`config.mk`:
```
export PLATFORM = sky130hd
export DESIGN_NAME = bus_xfer_ctrl
export DESIGN_NICKNAME = d
export VERILOG_FILES = /design/src/rtl/bus_pkg.sv /design/src/rtl/onehot_dec.sv /design/src/rtl/bus_xfer_ctrl.sv
export SDC_FILE = /design/constraint.sdc
export NUM_CORES = 1
export LEC_CHECK = 0
export ABC_AREA = 1
export CAP_MARGIN = 0
export CORE_MARGIN = 3
export CORE_UTILIZATION = 49
export DETAILED_ROUTE_END_ITERATION = 10
export PLACE_DENSITY_LB_ADDON = 0.25
export SETUP_SLACK_MARGIN = 0.15
export SYNTH_ARGS = -nofsm -noshare
export SYNTH_HDL_FRONTEND = slang
export SYNTH_SLANG_ARGS = --single-unit
```
`constraint.sdc`:
```
create_clock -name clk -period 3.75 [get_ports clk]
set_input_delay 0.5625 -clock clk [delete_from_list [all_inputs] [get_ports clk]]
set_output_delay 0.5625 -clock clk [all_outputs]
set_load 0.01 [all_outputs]
```
`src/rtl/bus_pkg.sv`:
```
// Shared encodings for the common-bus transfer sequencer: opcodes, FSM states, bus width.
package bus_pkg;

  localparam int BUS_W = 16;

  localparam logic [1:0] OP_MOVE = 2'b00;
  localparam logic [1:0] OP_INC  = 2'b01;
  localparam logic [1:0] OP_CLR  = 2'b10;

  localparam logic [2:0] ST_IDLE  = 3'd0;
  localparam logic [2:0] ST_DRIVE = 3'd1;
  localparam logic [2:0] ST_LOAD  = 3'd2;
  localparam logic [2:0] ST_UNARY = 3'd3;
  localparam logic [2:0] ST_DONE  = 3'd4;
  localparam logic [2:0] ST_ERR   = 3'd5;

endpackage

```
`src/rtl/onehot_dec.sv`:
```
// Index + enable to one-hot vector; all-zero when disabled or index >= NREG. Purely combinational.
module onehot_dec #(
  parameter int NREG = 8,
  parameter int IDXW = 3
) (
  input  logic            i_en,
  input  logic [IDXW-1:0] i_idx,
  output logic [NREG-1:0] o_vec
);

  always_comb begin
    o_vec = '0;
    for (int i = 0; i < NREG; i++) begin
      o_vec[i] = i_en && (int'(i_idx) == i);
    end
  end

endmodule

```
`src/rtl/bus_xfer_ctrl.sv`:
```
// Common-bus transfer sequencer: MOVE done 3 cycles after accept, INC/CLR 2, reject err 1.
// Accepts one request at a time; req_ready is high only while idle, all outputs are flops.
module bus_xfer_ctrl
  import bus_pkg::*;
#(
  parameter int NREG  = 8,
  parameter int IDXW  = 3,
  parameter int WIDTH = BUS_W
) (
  input  logic             clk,
  input  logic             rst_n,
  input  logic             req_valid,
  output logic             req_ready,
  input  logic [1:0]       req_op,
  input  logic [IDXW-1:0]  req_src,
  input  logic [IDXW-1:0]  req_dst,
  output logic [NREG-1:0]  read_en,
  output logic [NREG-1:0]  load_en,
  output logic [NREG-1:0]  inc_en,
  output logic [NREG-1:0]  clr_en,
  input  logic [WIDTH-1:0] bus_in,
  output logic [WIDTH-1:0] xfer_data,
  output logic             done,
  output logic             err
);

  logic [2:0]       r_state;
  logic [2:0]       w_next;
  logic [1:0]       r_op;
  logic [IDXW-1:0]  r_src;
  logic [IDXW-1:0]  r_dst;
  logic             r_ready;
  logic             r_done;
  logic             r_err;
  logic [NREG-1:0]  r_read_en;
  logic [NREG-1:0]  r_load_en;
  logic [NREG-1:0]  r_inc_en;
  logic [NREG-1:0]  r_clr_en;
  logic [WIDTH-1:0] r_xfer;

  logic             w_accept;
  logic             w_bad;
  logic [1:0]       w_op;
  logic [IDXW-1:0]  w_src;
  logic [IDXW-1:0]  w_dst;
  logic             w_rd_on;
  logic             w_ld_on;
  logic             w_inc_on;
  logic             w_clr_on;
  logic [NREG-1:0]  w_rd;
  logic [NREG-1:0]  w_ld;
  logic [NREG-1:0]  w_inc;
  logic [NREG-1:0]  w_clr;

  assign w_accept = req_valid && r_ready;

  always_comb begin
    w_bad = 1'b0;
    if (req_op == 2'b11) w_bad = 1'b1;
    if (int'(req_dst) >= NREG) w_bad = 1'b1;
    if (req_op == OP_MOVE && (int'(req_src) >= NREG || req_src == req_dst)) w_bad = 1'b1;
  end

  // Strobes are decoded from the next state, so fields must come from the request on the accept edge.
  assign w_op  = w_accept ? req_op  : r_op;
  assign w_src = w_accept ? req_src : r_src;
  assign w_dst = w_accept ? req_dst : r_dst;

  always_comb begin
    w_next = r_state;
    case (r_state)
      ST_IDLE: begin
        if (w_accept) begin
          if (w_bad)                  w_next = ST_ERR;
          else if (req_op == OP_MOVE) w_next = ST_DRIVE;
          else                        w_next = ST_UNARY;
        end
      end
      ST_DRIVE: w_next = ST_LOAD;
      ST_LOAD:  w_next = ST_DONE;
      ST_UNARY: w_next = ST_DONE;
      default:  w_next = ST_IDLE;
    endcase
  end

  assign w_rd_on  = (w_next == ST_DRIVE) || (w_next == ST_LOAD);
  assign w_ld_on  = (w_next == ST_LOAD);
  assign w_inc_on = (w_next == ST_UNARY) && (w_op == OP_INC);
  assign w_clr_on = (w_next == ST_UNARY) && (w_op == OP_CLR);

  onehot_dec #(.NREG(NREG), .IDXW(IDXW)) u_dec_rd  (.i_en(w_rd_on),  .i_idx(w_src), .o_vec(w_rd));
  onehot_dec #(.NREG(NREG), .IDXW(IDXW)) u_dec_ld  (.i_en(w_ld_on),  .i_idx(w_dst), .o_vec(w_ld));
  onehot_dec #(.NREG(NREG), .IDXW(IDXW)) u_dec_inc (.i_en(w_inc_on), .i_idx(w_dst), .o_vec(w_inc));
  onehot_dec #(.NREG(NREG), .IDXW(IDXW)) u_dec_clr (.i_en(w_clr_on), .i_idx(w_dst), .o_vec(w_clr));

  always_ff @(posedge clk or negedge rst_n) begin
    if (!rst_n) begin
      r_state   <= ST_IDLE;
      r_op      <= OP_MOVE;
      r_src     <= '0;
      r_dst     <= '0;
      r_ready   <= 1'b1;
      r_done    <= 1'b0;
      r_err     <= 1'b0;
      r_read_en <= '0;
      r_load_en <= '0;
      r_inc_en  <= '0;
      r_clr_en  <= '0;
      r_xfer    <= '0;
    end else begin
      r_state <= w_next;
      if (w_accept) begin
        r_op  <= req_op;
        r_src <= req_src;
        r_dst <= req_dst;
      end
      r_ready   <= (w_next == ST_IDLE);
      r_done    <= (w_next == ST_DONE);
      r_err     <= (w_next == ST_ERR);
      r_read_en <= w_rd;
      r_load_en <= w_ld;
      r_inc_en  <= w_inc;
      r_clr_en  <= w_clr;
      // The source register drives the bus throughout LOAD; capture alongside the destination.
      if (r_state == ST_LOAD) r_xfer <= bus_in;
    end
  end

  assign req_ready = r_ready;
  assign read_en   = r_read_en;
  assign load_en   = r_load_en;
  assign inc_en    = r_inc_en;
  assign clr_en    = r_clr_en;
  assign xfer_data = r_xfer;
  assign done      = r_done;
  assign err       = r_err;

  a_read_onehot: assert property (@(posedge clk) disable iff (!rst_n) $onehot0(read_en));
  a_dst_excl: assert property (@(posedge clk) disable iff (!rst_n)
    $onehot0({|load_en, |inc_en, |clr_en}) && $onehot0(load_en) && $onehot0(inc_en) && $onehot0(clr_en));
  a_load_needs_read: assert property (@(posedge clk) disable iff (!rst_n) (|load_en) |-> (|read_en));

endmodule
```
[Word-level counts from Yosys, hierarchy flattened]
Cells that the tools add are included.
Word-level totals
  flip-flop bits (word level): 62
  bits in latches: 0
  memory bits (writable): 0
  memory bits (read-only): 0
  logic and storage cells: 90
  memories kept: 0
Cells by class
  add/subtract/negate cells: 0
  multipliers: 0
  divide/modulo/power cells: 0
  magnitude comparators: 0
  eq/ne operators: 26
  shift operators: 0
  multiplexer cells: 9
  bitwise gates (word level): 0
  reduce and logical (&&, ||, !) cells: 43
Operator list (count)
  logical AND 1 bit: 36
  == test 3 bit (second input constant): 10
  == test 3 x 2 -> 1 bit (second input constant): 8
  == test 3 x 1 -> 1 bit (second input constant): 4
  logical NOT 3 bit: 4
  2-to-1 mux 3 bit: 4
  case mux 3 bit (3 select lines): 1
  == test 2 bit (second input constant): 2
  2-to-1 mux 2 bit: 2
  == test 3 bit: 1
  == test 2 x 1 -> 1 bit (second input constant): 1
  logical NOT 2 bit: 1
  2-to-1 mux 1 bit: 2
  OR reduction 2 bit: 1
  logical OR 1 bit: 1

[Depth between registers and ports, before layout]
  depth in word-level cells: 9
  mapped depth: 9

[Cells and area by module]
A second synthesis with hierarchy kept.
Second synthesis, totals
  cell total of the unflattened synthesis: 219
  area total of the unflattened synthesis: 2388.5 µm²
Modules (own cells, without submodules)
  bus_xfer_ctrl: times used 1, cells each 151, area an instance 2133.3 µm², seq. area each 1552.7 µm²
  onehot_dec: times used 4, cells each 17, area an instance 63.8 µm², seq. area each 0.0 µm²

[Least setup slack after synthesis]
No wires, ideal clock.
  kind: input port to flip-flop
  from: input port req_op[1]
  to: register r_inc_en[0], in the netlist inc_en[0]
  library setup time: 0.076 ns
  arrival time: 1.384 ns
  setup slack: 2.291 ns
  cell stages on the path: 6
  path buffers: 0
  cells stage by stage: inv_1 ha_1 inv_1 nor2_2 nand4_2 nor2_1
Between the ends
  cells in the longest elaborated chain, start to end: 9
  elaborated cells on any way between the ends: 14
  those cells by class: eq/ne (3); mux (7); reduce/logical (4)
RTL lines
  from (decl): RTL line bus_xfer_ctrl.sv:14  | input logic [1:0] req_op,
  == test 2 bit / logical NOT 2 bit (equally long branches): RTL line bus_xfer_ctrl.sv:59, bus_xfer_ctrl.sv:61, bus_xfer_ctrl.sv:75
  2-to-1 mux 1 bit / logical AND 1 bit (equally long branches): RTL line bus_xfer_ctrl.sv:59, bus_xfer_ctrl.sv:61
  2-to-1 mux 1 bit: RTL line bus_xfer_ctrl.sv:61  | if (req_op == OP_MOVE && (int'(req_src) >= NREG || req_src == req_dst)) w_bad = 1'b1;
  2-to-1 mux 3 bit: RTL line bus_xfer_ctrl.sv:74  | if (w_bad) w_next = ST_ERR;
  2-to-1 mux 3 bit: RTL line bus_xfer_ctrl.sv:73  | if (w_accept) begin
  case mux 3 bit (3 select lines): RTL line bus_xfer_ctrl.sv:71  | case (r_state)
  == test 3 x 2 -> 1 bit: RTL line bus_xfer_ctrl.sv:88  | assign w_inc_on = (w_next == ST_UNARY) && (w_op == OP_INC);
  logical AND 1 bit (*): RTL line bus_xfer_ctrl.sv:88
  logical AND 1 bit (*): RTL line onehot_dec.sv:14  | o_vec[i] = i_en && (int'(i_idx) == i);
  named net u_dec_inc.o_vec[0]: RTL line onehot_dec.sv:8  | output logic [NREG-1:0] o_vec
  to (signal assigned): RTL line bus_xfer_ctrl.sv:122  | r_inc_en <= w_inc;
  to (decl): RTL line bus_xfer_ctrl.sv:37  | logic [NREG-1:0] r_inc_en;
Mark *: on every way through the listed nets, which the timed path passes. The rest lies on a longest branch.
A chain may end at the register's enable or synchronous reset.

[Worst setup path in the final report]
  from: register r_ready, in the netlist req_ready
  to: output port req_ready
RTL lines
  from (decl): RTL line bus_xfer_ctrl.sv:32  | logic r_ready;
  from (signal assigned): RTL line bus_xfer_ctrl.sv:117  | r_ready <= (w_next == ST_IDLE);
  to (decl): RTL line bus_xfer_ctrl.sv:13  | output logic req_ready,
No word-level cell between the ends.

==> results.ini <==
[outcome]
status = complete, no violations

[logic_synthesis]
synth_warnings = 0
netlist_top_cells_area = dfrtp_1, mux2_2, nor2_1
post-synth-top-area-cell = dfrtp_1
yosysMostFrequentCell = dfrtp_1
syn-num-nets = 239
synth_common_cells = dfrtp_1, nor2_1, nand2_1, inv_1, mux2_2
yosysTopAreaCellShare = 0.645
ys.flop_type = dfrtp_1
yosysUniqueCellTypes = 24
syn_area_um2 = 2370
syn-instance-count = 210
synth_edf_count = 0
syn_avg_cell_area_um2 = 11.3
yosysSeqAreaShare = 0.656
yosys_register_bits = 62
async_flop_share = 1.00

[timing]
fmax_ghz = 0.511
tightest_slew_ns = 0.937
hold_viol_final = 0
fin_crit_ns = 1.96
final.period_utilization = 0.521
skew_ns = 0.00475
rsz0062_at_grt = no
fin_setup_tns_ns = 0
slew_headroom = 0.375
setup_violations = 0
drv_slew = 0
setup_slack_ns = 1.79
hold_slack_ns = 0.375

[critical_path]
cp.required_ns = 3.19
worstPathCellList = clkdlybuf4s50_1
cp_num_cells = 1
cpPeakStageDelay_ns = 0.53
cp.buffers_inverters = 1
end_kind = output port
slowest_stage = dfstp_2
path_class = register to output port
worst-r2r-cell-count = 6
cp_data_arrival_time_ns = 1.39
path_delay_family = flip-flops
start_kind = register
path_max_fanout = 2

[routing]
via_per_inst = 4.83
antenna_left = 0
firstDrtPassIters = 4
wl_per_cell_um = 13.4
route.detailed.drc = 0
routed-via-count = 1704
drtIter0Drc = 109
wl_um = 4720

[floorplanning]
die_x_um = 75.5
die_area_um2 = 5700
core_um2 = 4500
io-pin-count = 78
dieHeight_um = 75.5
initial_core_util = 0.526
num_rows = 24

[job]
cap_violations = 0

[place]
pre_cts_slack_ns = 1.56
gp_congestion = 0.797
hpwl_um = 3350
io_buffers = 77

[global_routing]
grt_max_degree = 44
grt_pass1_wl_um = 7630
grt_pass1_vias = 1696
grt-ovfl-total = 0
grt_usage = 0.183
grt_antenna_before_repair = 0

[clock_network]
path_clk_slew_ns = 0.07
clock_sinks = 62
cts_tree = built
htree_levels = 3
cts_hold_buf = 0
clk_latency_ns = 0.33
root_buffer = clkbuf_8
cts_buffers = 9
post_cts_buffers = 0
post_cts_resize_count = 0
clk_path_buf_depth = 2

[power_and_ir_drop]
ir_worst_vdd_uv = 360
power_density_nw_per_um2 = 690
p_leak_nw = 1.56

[layout]
regArea_um2 = 1550
area_delta_synth_final_pct = 43.1
layout.nets = 325
drive_gt1_frac = 0.183
n_fill_cell = 313
multiInputGateArea_um2 = 716
diodes = 0

[hold_path]
hold_class = primary input to async pin

[logic make-up (layout without fill, tap and decap cells)]
| kind of cell | count (synthesis) | in the layout | synth area share |
|---|---|---|---|
| simple gates | 96 | 96 | 0.182 |
| flops | 62 | 62 | 0.656 |
| buf+inv | 24 | 115 | 0.0417 |
| mux | 16 | 16 | 0.0761 |
| compound gates | 10 | 10 | 0.0338 |
| fa+ha+maj | 2 | 2 | 0.0106 |
[cell type report]
type                    instances  share of cell area
flip-flops and latches         62               0.458
clock buffers                  13              0.0469
repair buffers                 78               0.228
inverters                      21              0.0233
well taps                      52              0.0192
clock inverters                 3              0.0126
multi-input cells             124               0.211
[final timing paths]
check	from	endpoint	slack, ns
max in group asynchronous	rst_n	xfer_data[2]	2.57
min in group clk	r_op[1]	r_op[1]	0.49
worst min-delay path	rst_n	load_en[4]	0.37
worst max-delay path	req_ready	req_ready	1.79
worst max register to register	req_ready	inc_en[2]	2.02
worst min register to register	r_op[1]	r_op[1]	0.49
[power breakdown]
| part | switching [mW] | total [mW] | leakage (nW) | internal [mW] |
|---|---|---|---|---|
| registers | 0.0673 | 0.915 | 0.800 | 0.847 |
| logic | 0.419 | 0.836 | 0.661 | 0.417 |
| clock network | 0.245 | 0.587 | 0.0996 | 0.343 |
[metrics by stage]
step | instance area (um2) | instances | total power [mW] | util
2_1_floorplan | 2370 | 210 | 1.41 | -
3_3_place_gp | 3190 | 337 | 1.75 | 0.707
3_5_place_dp | 3190 | 337 | 1.77 | 0.707
4_1_cts | 3390 | 353 | 2.36 | 0.752
5_1_grt | 3390 | 353 | 2.49 | 0.752
6_report | 3390 | 353 | 2.34 | 0.752
[state kept, by name, indices dropped and copies added (netlist names)]
signal	flops
inc_en	8
clr_en	8
r_state	3
r_dst	3
load_en	8
r_src	3
req_ready	1
err	1
done	1
xfer_data	16
read_en	8
r_op	2
[placed cells by master (no fill, tap or decap), drive strengths merged]
cell type	instances
bufinv	1
and2	1
buf	2
nor2	45
inv	21
dfrtp	61
ha	2
clkinv	1
nand3	5
clkbuf	13
clkinvlp	1
dfstp	1
or2	5
nand4	2
mux2	16
clkdlybuf4s50	76
a21oi	2
o21ai	8
nand2	38
[layer usage]
metal  GRT usage  vias up  wire, um
li1            -      830         -
met1       0.219      791      2040
met2       0.292       74      2130
met3      0.0673        9       460
met4      0.0893        0        83
met5           0        -         0
Power figures use the tool's default switching activity.
